$ cat src/rtl/mul_pkg.sv
// rtl/mul_pkg.sv - shared op encoding, S1 entry type and op decode helpers for the multiply issue path
package mul_pkg;

    typedef enum logic [1:0] {
        MUL_W    = 2'd0,
        MULH_W   = 2'd1,
        MULH_WU  = 2'd2,
        MUL_RSVD = 2'd3
    } mul_op_t;

    localparam logic [1:0] MUL_W_OP   = 2'd0;
    localparam logic [1:0] MULH_W_OP  = 2'd1;
    localparam logic [1:0] MULH_WU_OP = 2'd2;

    typedef struct packed {
        mul_op_t     op;
        logic [31:0] x;
        logic [31:0] y;
    } mul_s1_t;

    // The reserved encoding decodes exactly like MUL_W: signed, low word.
    function automatic logic mul_op_is_signed(mul_op_t op);
        return op != MULH_WU;
    endfunction

    function automatic logic mul_op_is_high(mul_op_t op);
        return (op == MULH_W) || (op == MULH_WU);
    endfunction

endpackage

$ cat src/rtl/mul_last_cache.sv
// rtl/mul_last_cache.sv - single-entry store of the last multiplier operands and 64-bit product with hit compare
module mul_last_cache (
    input  logic        clk,
    input  logic        rst,
    input  logic        upd,
    input  logic [31:0] upd_x,
    input  logic [31:0] upd_y,
    input  logic        upd_signed,
    input  logic [63:0] upd_prod,
    input  logic [31:0] look_x,
    input  logic [31:0] look_y,
    input  logic        look_signed,
    output logic        hit,
    output logic [63:0] prod
);

    logic        cache_valid;
    logic [31:0] cache_x;
    logic [31:0] cache_y;
    logic        cache_signed;
    logic [63:0] cache_prod;

    // Only reset invalidates the entry; a flush leaves a correct product behind.
    always_ff @(posedge clk or posedge rst) begin
        if (rst) begin
            cache_valid  <= 1'b0;
            cache_x      <= '0;
            cache_y      <= '0;
            cache_signed <= 1'b0;
            cache_prod   <= '0;
        end else if (upd) begin
            cache_valid  <= 1'b1;
            cache_x      <= upd_x;
            cache_y      <= upd_y;
            cache_signed <= upd_signed;
            cache_prod   <= upd_prod;
        end
    end

    assign hit  = cache_valid && (cache_x == look_x) && (cache_y == look_y)
                  && (cache_signed == look_signed);
    assign prod = cache_prod;

endmodule

$ cat src/rtl/mul_issue_ctrl.sv
// rtl/mul_issue_ctrl.sv - two-stage issue/capture controller around the combinational 32x32 multiplier
// Optional last-product bypass enabled by defining MUL_LAST_PRODUCT_CACHE_EN.
module mul_issue_ctrl
    import mul_pkg::*;
#(
    parameter int TAG_W = 5
) (
    input  logic             clk,
    input  logic             rst,
    input  logic             flush_i,
    input  logic             in_valid_i,
    output logic             in_ready_o,
    input  logic [1:0]       in_op_i,
    input  logic [31:0]      in_x_i,
    input  logic [31:0]      in_y_i,
    input  logic [TAG_W-1:0] in_tag_i,
    output logic             out_valid_o,
    input  logic             out_ready_i,
    output logic [31:0]      out_data_o,
    output logic [TAG_W-1:0] out_tag_o,
    output logic             mul_signed_o,
    output logic [31:0]      mul_x_o,
    output logic [31:0]      mul_y_o,
    input  logic [63:0]      mul_res_i
);

    mul_s1_t          s1_q;
    logic             s1_valid;
    logic [TAG_W-1:0] s1_tag;
    logic             s2_valid;
    logic [31:0]      s2_data;
    logic [TAG_W-1:0] s2_tag;

    mul_op_t          in_op;
    logic             s2_free;
    logic             in_fire;
    logic             s1_adv;
    logic             byp;
    logic [31:0]      byp_data;
    logic [31:0]      res_word;

    assign in_op      = mul_op_t'(in_op_i);
    assign s2_free    = !s2_valid || out_ready_i;
    assign in_ready_o = !flush_i && (!s1_valid || s2_free);
    assign in_fire    = in_valid_i && in_ready_o;
    assign s1_adv     = s1_valid && s2_free;
    assign res_word   = mul_op_is_high(s1_q.op) ? mul_res_i[63:32] : mul_res_i[31:0];

`ifdef MUL_LAST_PRODUCT_CACHE_EN
    logic        cache_hit;
    logic [63:0] cache_prod;

    mul_last_cache u_cache (
        .clk         (clk),
        .rst         (rst),
        .upd         (s1_adv && !flush_i),
        .upd_x       (s1_q.x),
        .upd_y       (s1_q.y),
        .upd_signed  (mul_op_is_signed(s1_q.op)),
        .upd_prod    (mul_res_i),
        .look_x      (in_x_i),
        .look_y      (in_y_i),
        .look_signed (mul_op_is_signed(in_op)),
        .hit         (cache_hit),
        .prod        (cache_prod)
    );

    // Bypass only into an empty S1 so the hit cannot overtake an older op.
    assign byp      = in_fire && cache_hit && !s1_valid && s2_free;
    assign byp_data = mul_op_is_high(in_op) ? cache_prod[63:32] : cache_prod[31:0];
`else
    assign byp      = 1'b0;
    assign byp_data = '0;
`endif

    always_ff @(posedge clk or posedge rst) begin
        if (rst) begin
            s1_valid <= 1'b0;
            s1_q     <= '0;
            s1_tag   <= '0;
            s2_valid <= 1'b0;
            s2_data  <= '0;
            s2_tag   <= '0;
        end else if (flush_i) begin
            s1_valid <= 1'b0;
            s2_valid <= 1'b0;
        end else begin
            if (in_fire && !byp) begin
                s1_valid <= 1'b1;
                s1_q     <= '{op: in_op, x: in_x_i, y: in_y_i};
                s1_tag   <= in_tag_i;
            end else if (s1_adv) begin
                s1_valid <= 1'b0;
            end

            if (s1_adv) begin
                s2_valid <= 1'b1;
                s2_data  <= res_word;
                s2_tag   <= s1_tag;
            end else if (byp) begin
                s2_valid <= 1'b1;
                s2_data  <= byp_data;
                s2_tag   <= in_tag_i;
            end else if (out_ready_i) begin
                s2_valid <= 1'b0;
            end
        end
    end

    // Signedness is gated by s1_valid so an idle multiplier sees all-zero controls.
    assign mul_signed_o = s1_valid && mul_op_is_signed(s1_q.op);
    assign mul_x_o      = s1_q.x;
    assign mul_y_o      = s1_q.y;
    assign out_valid_o  = s2_valid;
    assign out_data_o   = s2_data;
    assign out_tag_o    = s2_tag;

endmodule

$ cat config.mk
export PLATFORM = sky130hd
export DESIGN_NAME = mul_issue_ctrl
export DESIGN_NICKNAME = d
export VERILOG_FILES = /design/src/rtl/mul_pkg.sv /design/src/rtl/mul_last_cache.sv /design/src/rtl/mul_issue_ctrl.sv
export SDC_FILE = /design/constraint.sdc
export NUM_CORES = 1
export LEC_CHECK = 0
export CORE_MARGIN = 8
export CORE_UTILIZATION = 38
export DETAILED_ROUTE_END_ITERATION = 10
export PLACE_DENSITY_LB_ADDON = 0.1
export SLEW_MARGIN = 20
export SYNTH_ARGS = -nofsm -noshare
export SYNTH_HDL_FRONTEND = slang
export SYNTH_SLANG_ARGS = --single-unit
$ cat constraint.sdc
create_clock -name clk -period 3.4 [get_ports clk]
set_input_delay 0.51 -clock clk [delete_from_list [all_inputs] [get_ports clk]]
set_output_delay 0.51 -clock clk [all_outputs]
set_load 0.02 [all_outputs]
# After elaboration in Yosys (flattened, before gate mapping)

Index checks and enable logic that the tools add are counted.

Flip-flop bits (word level): 110
Bits of input ports: 140
Output and inout bits: 104
Word-level logic and storage cells: 33

Equal/unequal tests: 3
Muxes and demuxes: 7
Bitwise gates (word level): 1
Reductions and logical operators: 14

Operator list:

| kind                                          | count |
|---|---|
| two-way mux 32 bit                            | 1 |
| two-way mux 1 bit                             | 6 |
| nonzero test 3 bit                            | 2 |
| logical AND 1 bit                             | 4 |
| AND reduction 2 bit                           | 2 |
| logical NOT 1 bit                             | 3 |
| logical OR 1 bit                              | 3 |
| == test 2 x 1 -> 1 bit, second input constant | 1 |
| == test 2 bit, second input constant          | 1 |
| != test 2 bit, second input constant          | 1 |
| NOT 1 bit                                     | 1 |

# Longest topological paths before layout

Gate-level depths: netlist (run 1).

Word-level depth: 7
Mapped depth: 6
Mapped depth without buffers: 4

# Worst setup path before layout (run 1)

No wires, ideal clock.

Path kind: flip-flop to flip-flop
Start: register s1_q[65] (netlist bit)
End: register s2_data[0] (netlist: out_data_o[0])
Library setup time: 127 ps
Arrival time: 1616 ps
Data required time: 3273 ps
Slack: 1657 ps
Stages on the path, launching flop included: 6
Buffers on the path: 2
Period minus slack after synthesis: 1743 ps
Path through: dfrtp_1 -> ha_1 -> clkbuf_1 -> buf_2 -> mux2_1 -> mux2_1

Longest elaborated chain between the ends: 3
Elaborated cells on any way between the ends: 4
Classes of those cells: eq/ne: 2; mux: 1; reduce/logical: 1

Ends and longest elaborated chain:

| item                                                           | line                  | source |
|---|---|---|
| from (decl)                                                    | mul_issue_ctrl.sv:27  | `mul_s1_t s1_q;` |
| from (signal assigned)                                         | mul_issue_ctrl.sv:90  | `s1_q <= '{op: in_op, x: in_x_i, y: in_y_i};` |
| == test 2 x 1 -> 1 bit / == test 2 bit (equally long branches) | mul_pkg.sv:27         | `return (op == MULH_W) \|\| (op == MULH_WU);` |
| logical OR 1 bit *                                             | mul_pkg.sv:27         |  |
| two-way mux 32 bit *                                           | mul_issue_ctrl.sv:47  | `assign res_word = mul_op_is_high(s1_q.op) ? mul_res_i[63:32] : mul_res_i[31:0];` |
| to (signal assigned)                                           | mul_issue_ctrl.sv:98  | `s2_data <= res_word;` |
| to (signal assigned)                                           | mul_issue_ctrl.sv:102 | `s2_data <= byp_data;` |
| to (decl)                                                      | mul_issue_ctrl.sv:31  | `logic [31:0] s2_data;` |

Every way passes the cells marked *; elsewhere a longest branch is shown, timed or not.
A chain may end at the register's enable or synchronous reset.

# Worst setup path in the final report (run 1)

Start: input out_ready_i
End: output in_ready_o

Longest elaborated chain between the ends: 3

Ends and longest elaborated chain:

| item              | line                 | source |
|---|---|---|
| from (decl)       | mul_issue_ctrl.sv:18 | `input logic out_ready_i,` |
| logical OR 1 bit  | mul_issue_ctrl.sv:43 | `assign s2_free = !s2_valid \|\| out_ready_i;` |
| logical OR 1 bit  | mul_issue_ctrl.sv:44 | `assign in_ready_o = !flush_i && (!s1_valid \|\| s2_free);` |
| logical AND 1 bit | mul_issue_ctrl.sv:44 |  |
| to (decl)         | mul_issue_ctrl.sv:12 | `output logic in_ready_o,` |

Every way passes these cells.

==> metrics.cfg, run 1 <==
[sta]
worst_pin_slew_ns = 0.7003
fmax_mhz = 410.2
hold_ws_ns = 0.4862
fin_ws_ns = 0.9623
grt_setup_unrepaired = false
setup_tns_ns = 0
finalCritPeriodShare_pct = 71.70
period_minus_slack_ns = 2.438
fin_worst_skew_ns = 0.006156
slew_headroom_pct = 53.26
hold_viol = 0
setup_violations = 0
finalMaxSlewViolations = 0

[pwr]
p_per_area_nw_per_um2 = 574.3
p_leak_nw = 3.302
worst_ir_drop_vdd_mv = 0.2463

[floorplanning]
die_x_um = 134.8
die_area_sq_um = 18170
core_sq_um = 13830
die_y_um = 134.8
start_util_pct = 38.77
ios = 244
rows = 43

[worst_setup_path]
crit_arrival_ns = 1.93
r2r_end = mul_y_o[10]
crit_path_start = out_ready_i
rr_worst_depth = 4
rrSetupSlack_ns = 1.37
path_max_fanout = 3
critPathKind = in -> out
cp-end-kind = primary output
cp-start-kind = primary input
required_ns = 2.89
r2r_start = s1_valid

[synth]
synth.avg_cell_area_sq_um = 15.63
ys_ff_latch = 110
synth_seq_area_share_pct = 51.34
synth_cell_type_count = 16
syn_area_sq_um = 5361
syn-num-nets = 484
yosys_warnings = 0
netlist_instances = 343

[global_routing]
grt_pass1_vias = 3662
grt_use_met1_pct = 17.07
use_met3_pct = 6.426
grt_max_degree = 53
grt_use_met2_pct = 22.53
grt_pass1_wl_um = 20530
antenna_found_initial = 0
grt_overflow_total = 0
grt_busiest_layer = met2
grt_use_total_pct = 14.56

[placed_design]
dp_cells = 697
gp_congestion = 0.7226
post-place-ws_ns = 0.7778
place_hpwl_um = 10340
numPortBuffers = 243

[finish]
utilization_pct = 56.23
regArea_sq_um = 2753
synthToLayoutAreaGrowth_pct = 45.02
finalNetCount = 669
finalNonFillerCells = 713
final_cell_mix = 243 x clkdlybuf4s50_1, 110 x dfrtp_1, 70 x mux2_4
fill_cells = 1171
multiInputGateArea_sq_um = 1923
n_antenna_cell = 0
drive_gt1_share_pct = 21.39
final_common_cell = clkdlybuf4s50_1

[clock_network]
post_cts_buffers = 0
cts_sinks = 110
ctsHoldBuffers = 0
numCtsBuffers = 9
post_cts_resized = 0
clock_latency_ns = 0.34
path_clk_slew_ns = 0.07
h-tree-depth = 3
cts_tree = done
cts_root_buffer = clkbuf_16
clockBufferDepth = 2

[worst_hold_path]
holdCritPathClass = reg -> reg
min_path_cells = 1
holdPathEnd = out_data_o[26]
hold_start = out_data_o[26]

[routing]
wl_per_cell_um = 18.37
drtAntennaViolNets = 0
drc = 0
vias = 3141
dr.first_iter.drc_count = 107
vias_per_cell = 4.405
wl_um = 13100
dr.pass1.iters = 4

[run_status]
status = finished, final reports clean

[run]
max_cap_viol_count = 0

==> final cells by class <==
cell class                 count  area share, %
clock inverter                 5         0.7403
inverter                       2         0.1448
sequential                   110          35.40
tap                          180          2.897
timing repair buffer         254          32.83
multi-input combinational    151          24.73
clock buffer                  11          3.251
==> metal layers <==
metal	wire length (um)	vias to the layer above
li1	-	1471
met1	5389	1504
met2	6011	151
met3	1414	15
met4	281	0
met5	0	-
==> worst max-delay path by stage <==
stage | to | slack, ns
floorplan | mul_x_o[0] | 1.56
global placement | mul_x_o[3] | 0.82
detailed placement | mul_y_o[10] | 0.78
CTS | in_ready_o | 0.95
global route | in_ready_o | 0.90
finish | in_ready_o | 0.96
==> through the flow <==
stage / power, W / cell area, sq um
floorplan: 0.002754 / 5365
global placement: 0.003415 / 7465
detailed placement: 0.003440 / 7465
CTS: 0.004546 / 7775
global route: 0.004694 / 7775
finish: 0.004465 / 7775
==> synthesized netlist by cell type, drive strengths merged <==
cell type  number  share of area, %
nor2b           2              0.23
clkbuf          1             0.070
ha              1              0.23
inv             2              0.14
mux2          140                34
and3b           1              0.16
buf            79                13
nor3b           2              0.37
nor2            5              0.35
dfrtp         110                51
==> cells by family after synthesis <==
family | count (synthesis) | synth area share, %
mux | 140 | 34.31
buf+inv | 82 | 13.00
simple gates | 10 | 1.120
fa+ha+maj | 1 | 0.2333
flops | 110 | 51.34
==> power by group <==
group	switching [W]	internal, W	leakage, nW	total (W)
combinational	0.000715	0.000939	1.86	0.00165
sequential	0.000143	0.00159	1.30	0.00173
clock	0.000469	0.000610	0.144	0.00108
total	0.00133	0.00314	3.30	0.00447
==> critical path: stages <==
cell             delay (ns)
clkdlybuf4s50_1        0.48
and3b_1                0.22
nor2_1                 0.10
clkdlybuf4s50_1        0.62
==> state kept, by name, summed over array words and instances, names as in the netlist <==
register / count
s1_valid: 1
s1_q: 2
out_tag_o: 5
s1_tag: 5
mul_y_o: 32
out_valid_o: 1
out_data_o: 32
mul_x_o: 32
Power figures use the tool's default switching activity.
==> run 2, diff against run 1 <==
- CORE_UTILIZATION: 38 -> 42
- clock period: 3.4 -> 2.3 ns (I/O delays scaled with it)
==> run 2 against run 1 <==
Compared with the run above:
- global-route usage is 1.3 points higher
- sequential power is 49% higher
- clock power is 73% higher
- routed wire length is 1.1% lower
- final cell count is 0.70% lower
- largest power group unchanged
==> metrics.cfg, run 2 (synthesis results as in run 1) <==
[global_routing]
grt_overflow_total = 0
antenna_found_initial = 0
grt_pass1_wl_um = 20400
grt_use_total_pct = 15.83
grt_max_degree = 64
grt_pass1_vias = 3685

[placed_design]
post-place-ws_ns = 0.1378
gp_congestion = 0.7822
numPortBuffers = 243
place_area_sq_um = 7527
place_hpwl_um = 10290

[clock_network]
clock_latency_ns = 0.34
numCtsBuffers = 9
cts_sinks = 110
cts_root_buffer = clkbuf_16
h-tree-depth = 3
path_clk_slew_ns = 0.07
ctsHoldBuffers = 0
post_cts_resized = 0
clockBufferDepth = 2
cts_tree = done
post_cts_buffers = 0

[sta]
worst_pin_slew_ns = 0.5842
setup_tns_ns = 0
hold_ws_ns = 0.4467
finalCritPeriodShare_pct = 94.26
fin_ws_ns = 0.1320
fin_worst_skew_ns = 0.005125
grt_setup_unrepaired = false
slew_headroom_pct = 61.05
hold_viol = 0
finalMaxSlewViolations = 0
fmax_mhz = 461.3
period_minus_slack_ns = 2.168
setup_violations = 0

[floorplanning]
die_y_um = 129.0
die_area_sq_um = 16640
die_x_um = 129.0
rows = 41
core_sq_um = 12570
start_util_pct = 42.66
ios = 244

[routing]
drtAntennaViolNets = 0
drc = 0
dr.first_iter.drc_count = 81
wl_per_cell_um = 18.29
vias = 3187
vias_per_cell = 4.501
dr.pass1.iters = 4
wl_um = 12950

[pwr]
p_int_w = 0.004965
clkPwrFrac_pct = 27.1
p_switching_w = 0.001937
p_leak_nw = 3.367
p_per_area_nw_per_um2 = 873.7
worst_ir_drop_vdd_mv = 0.3977
seqPwrFrac_pct = 37.2
power_frac_comb_pct = 35.7
swShare_pct = 28.06

[worst_setup_path]
cp-end-kind = primary output
slowest_stage = clkdlybuf4s50_1
cp_num_buf_inv = 2
cp-start-kind = primary input
crit_arrival_ns = 1.82
critPathKind = in -> out
max_stage_delay_ns = 0.64
r2r_start = s1_valid
path_cells = clkdlybuf4s50_1 -> and3b_1 -> nor2_1 -> clkdlybuf4s50_1
cpLargestDelayFamily = buffers and inverters
required_ns = 1.96
crit_path_start = out_ready_i
crit_top_cell = clkdlybuf4s50_1
path_max_fanout = 3

[finish]
final_common_cell = clkdlybuf4s50_1
final_cell_mix = 243 x clkdlybuf4s50_1, 110 x dfrtp_1, 70 x mux2_4
finalNetCount = 672
drive_gt1_share_pct = 21.83
final_cell_area_sq_um = 7899
n_antenna_cell = 0
synthToLayoutAreaGrowth_pct = 47.33

[run_status]
status = finished, final reports clean

[worst_hold_path]
holdCritPathClass = in -> async

[run]
max_cap_viol_count = 0

## run 2: cell types whose count changed in the layout (fill, tap and decap cells not counted)
cell        before  now
buf_4            8    7
bufinv_16        1    4
buf_12           3    7
clkinvlp_4       4    2
clkbuf_8         2    1
## run 2: cell type report
type / instances / area (sq um)
clock buffer: 10 / 239.0
clock inverter: 6 / 132.6
fill: 956 / 4669
inverter: 2 / 11.26
multi-input combinational: 151 / 1923
sequential: 110 / 2753
tap: 172 / 215.2
timing repair buffer: 257 / 2625
## run 2: power by group through the flow
stage	combinational (W)	clock (W)	sequential (W)
2_1_floorplan	0.00123	0	0.00284
3_3_place_gp	0.00248	0	0.00259
5_1_grt	0.00261	0.00201	0.00263
6_report	0.00247	0.00187	0.00257
3_5_place_dp	0.00251	0	0.00259
4_1_cts	0.00251	0.00194	0.00257
## run 2: worst paths after layout
kind / endpoint / slack [ns] / depth (start not counted)
min in group clk: out_data_o[23] / 0.48 / 1
max in group asynchronous: mul_y_o[1] / 1.33 / 3
setup / recovery: in_ready_o / 0.13 / 4
hold reg to reg: out_data_o[23] / 0.48 / 1
setup reg to reg: mul_x_o[11] / 0.54 / 5
hold / removal: mul_x_o[29] / 0.45 / 3
## run 2: routing by layer
metal | vias up | wire [um] | GRT usage [%]
met2 | 154 | 6158 | 25.65
li1 | 1487 | - | -
met3 | 18 | 1299 | 6.372
met4 | 0 | 262 | 6.634
met1 | 1528 | 5228 | 18.24
met5 | - | 0 | 0
## run 2: stage by stage
stage          utilization, %  cells  power [W]
2_1_floorplan               -    343   0.004071
3_3_place_gp            59.89    692   0.005064
3_5_place_dp            59.89    692   0.005104
4_1_cts                 62.85    708   0.007019
5_1_grt                 62.85    708   0.007249
6_report                62.85    708   0.006901
## run 2: worst reg2reg max path, delay by kind of cell, from the launching register on
family                 cells  cell delay [ns]
DFF                        1             0.42
muxes                      1             0.31
buffers and inverters      2             0.36
and+or+nand+nor            2             0.55
==> run 3, diff against run 2 <==
--- a/constraint.sdc
+++ b/constraint.sdc
@@ -3,2 +3,2 @@
 set_output_delay 0.345 -clock clk [all_outputs]
-set_load 0.02 [all_outputs]
+set_load 0.005 [all_outputs]
==> run 3 against run 2 <==
Compared with the run above:
- power fell by 13%
- clock power fell by 22%
- register-to-register slack barely moved
- core utilization fell by 0.72 points
- routed wire length fell by 0.65%
- sequential cell count did not move
- final area fell by 1.1%
- setup slack improved by 0.15 ns
- count of clock-buffer cells in the layout rose by 6
- largest cell class unchanged
==> metrics.cfg, run 3 (synthesis results as in run 1) <==
[sta]
finalMaxSlewViolations = 0
fin_worst_skew_ns = 0.004309
hold_ws_ns = 0.4523
fin_ws_ns = 0.2798
finalCritPeriodShare_pct = 87.84
setup_violations = 0
worst_pin_slew_ns = 0.5759
hold_viol = 0
slew_headroom_pct = 61.61
setup_tns_ns = 0
period_minus_slack_ns = 2.020
fmax_mhz = 495.0
grt_setup_unrepaired = false

[run]
max_cap_viol_count = 0

[worst_setup_path]
r2r_end = mul_y_o[13]
critPathKind = in -> out
rr_worst_depth = 5
required_ns = 1.96
path_max_fanout = 3
cp-start-kind = primary input
r2r_start = s1_valid
cp-end-kind = primary output
rrSetupSlack_ns = 0.54
crit_arrival_ns = 1.68

[global_routing]
antenna_found_initial = 0
grt_max_degree = 64
grt_use_total_pct = 15.59
grt_pass1_vias = 3682
grt_overflow_total = 0
grt_pass1_wl_um = 20210

[clock_network]
ctsHoldBuffers = 0
post_cts_resized = 0
h-tree-depth = 3
post_cts_buffers = 0
path_clk_slew_ns = 0.06
cts_tree = done
clock_latency_ns = 0.33
numCtsBuffers = 9
clockBufferDepth = 2
cts_root_buffer = clkbuf_16
cts_sinks = 110

[placed_design]
gp_congestion = 0.7656
place_hpwl_um = 10160
numPortBuffers = 243
post-place-ws_ns = 0.1303

[run_status]
status = finished, final reports clean

[pwr]
p_leak_nw = 3.326
p_per_area_nw_per_um2 = 770.0
worst_ir_drop_vdd_mv = 0.3365
power.total_w = 0.006013

[routing]
vias_per_cell = 4.458
wl_um = 12860
wl_per_cell_um = 18.17
dr.first_iter.drc_count = 62
dr.pass1.iters = 4
vias = 3156
drtAntennaViolNets = 0
drc = 0

[floorplanning]
ios = 244
start_util_pct = 42.66
die_x_um = 129.0
die_area_sq_um = 16640
die_y_um = 129.0
core_sq_um = 12570
rows = 41

[worst_hold_path]
holdCritPathClass = in -> async

[finish]
n_antenna_cell = 0
final_common_cell = clkdlybuf4s50_1
final_cell_mix = 243 x clkdlybuf4s50_1, 110 x dfrtp_1, 70 x mux2_4
utilization_pct = 62.13
drive_gt1_share_pct = 21.08
finalNetCount = 672
synthToLayoutAreaGrowth_pct = 45.65

-- run 3: cell types whose count changed in the layout (fill, tap and decap cells not counted), sizes merged --
| cell | before | now |
|---|---|---|
| clkbuf | 10 | 16 |
| bufinv | 4 | 0 |
| clkinv | 1 | 0 |
| clkinvlp | 2 | 1 |
-- run 3: how the worst max path moves through the flow --
stage	start	to	slack, ns	depth (start not counted)
2_1_floorplan	s1_q[65]	out_data_o[0]	0.56	5
4_1_cts	out_ready_i	in_ready_o	0.26	4
3_5_place_dp	out_ready_i	mul_y_o[13]	0.13	6
6_report	out_ready_i	in_ready_o	0.28	4
3_3_place_gp	out_ready_i	mul_x_o[3]	0.17	6
5_1_grt	out_ready_i	in_ready_o	0.20	4
-- run 3: through the flow --
step                instance area [sq um]  instances
global route                         7809        708
floorplan                            5365        343
detailed placement                   7527        692
finish                               7809        708
CTS                                  7809        708
global placement                     7527        692
-- run 3: final cells by class --
type | count | area (sq um)
fillers | 980 | 4760
flip-flops and latches | 110 | 2753
repair buffers | 257 | 2625
multi-input cells | 151 | 1923
clock buffers | 16 | 281.5
well taps | 172 | 215.2
inverters | 2 | 11.26
-- run 3: power by group --
part | internal [W] | switching (W) | total (W)
clock | 0.000827 | 0.000638 | 0.00146
combinational | 0.00141 | 0.000574 | 0.00198
sequential | 0.00235 | 0.000217 | 0.00257
-- run 3: worst max-delay path: stages --
cell and delay (ns):
clkdlybuf4s50_1 0.47, and3b_1 0.23, nor2_1 0.10, clkdlybuf4s50_1 0.53
-- run 3: metal layers --
metal  GRT usage [%]  wire length (um)  up-vias
met5               0                 0        -
met4           4.976               144        0
met3           6.454              1383       10
met2           25.83              6143      144
met1           17.95              5192     1522
li1                -                 -     1480
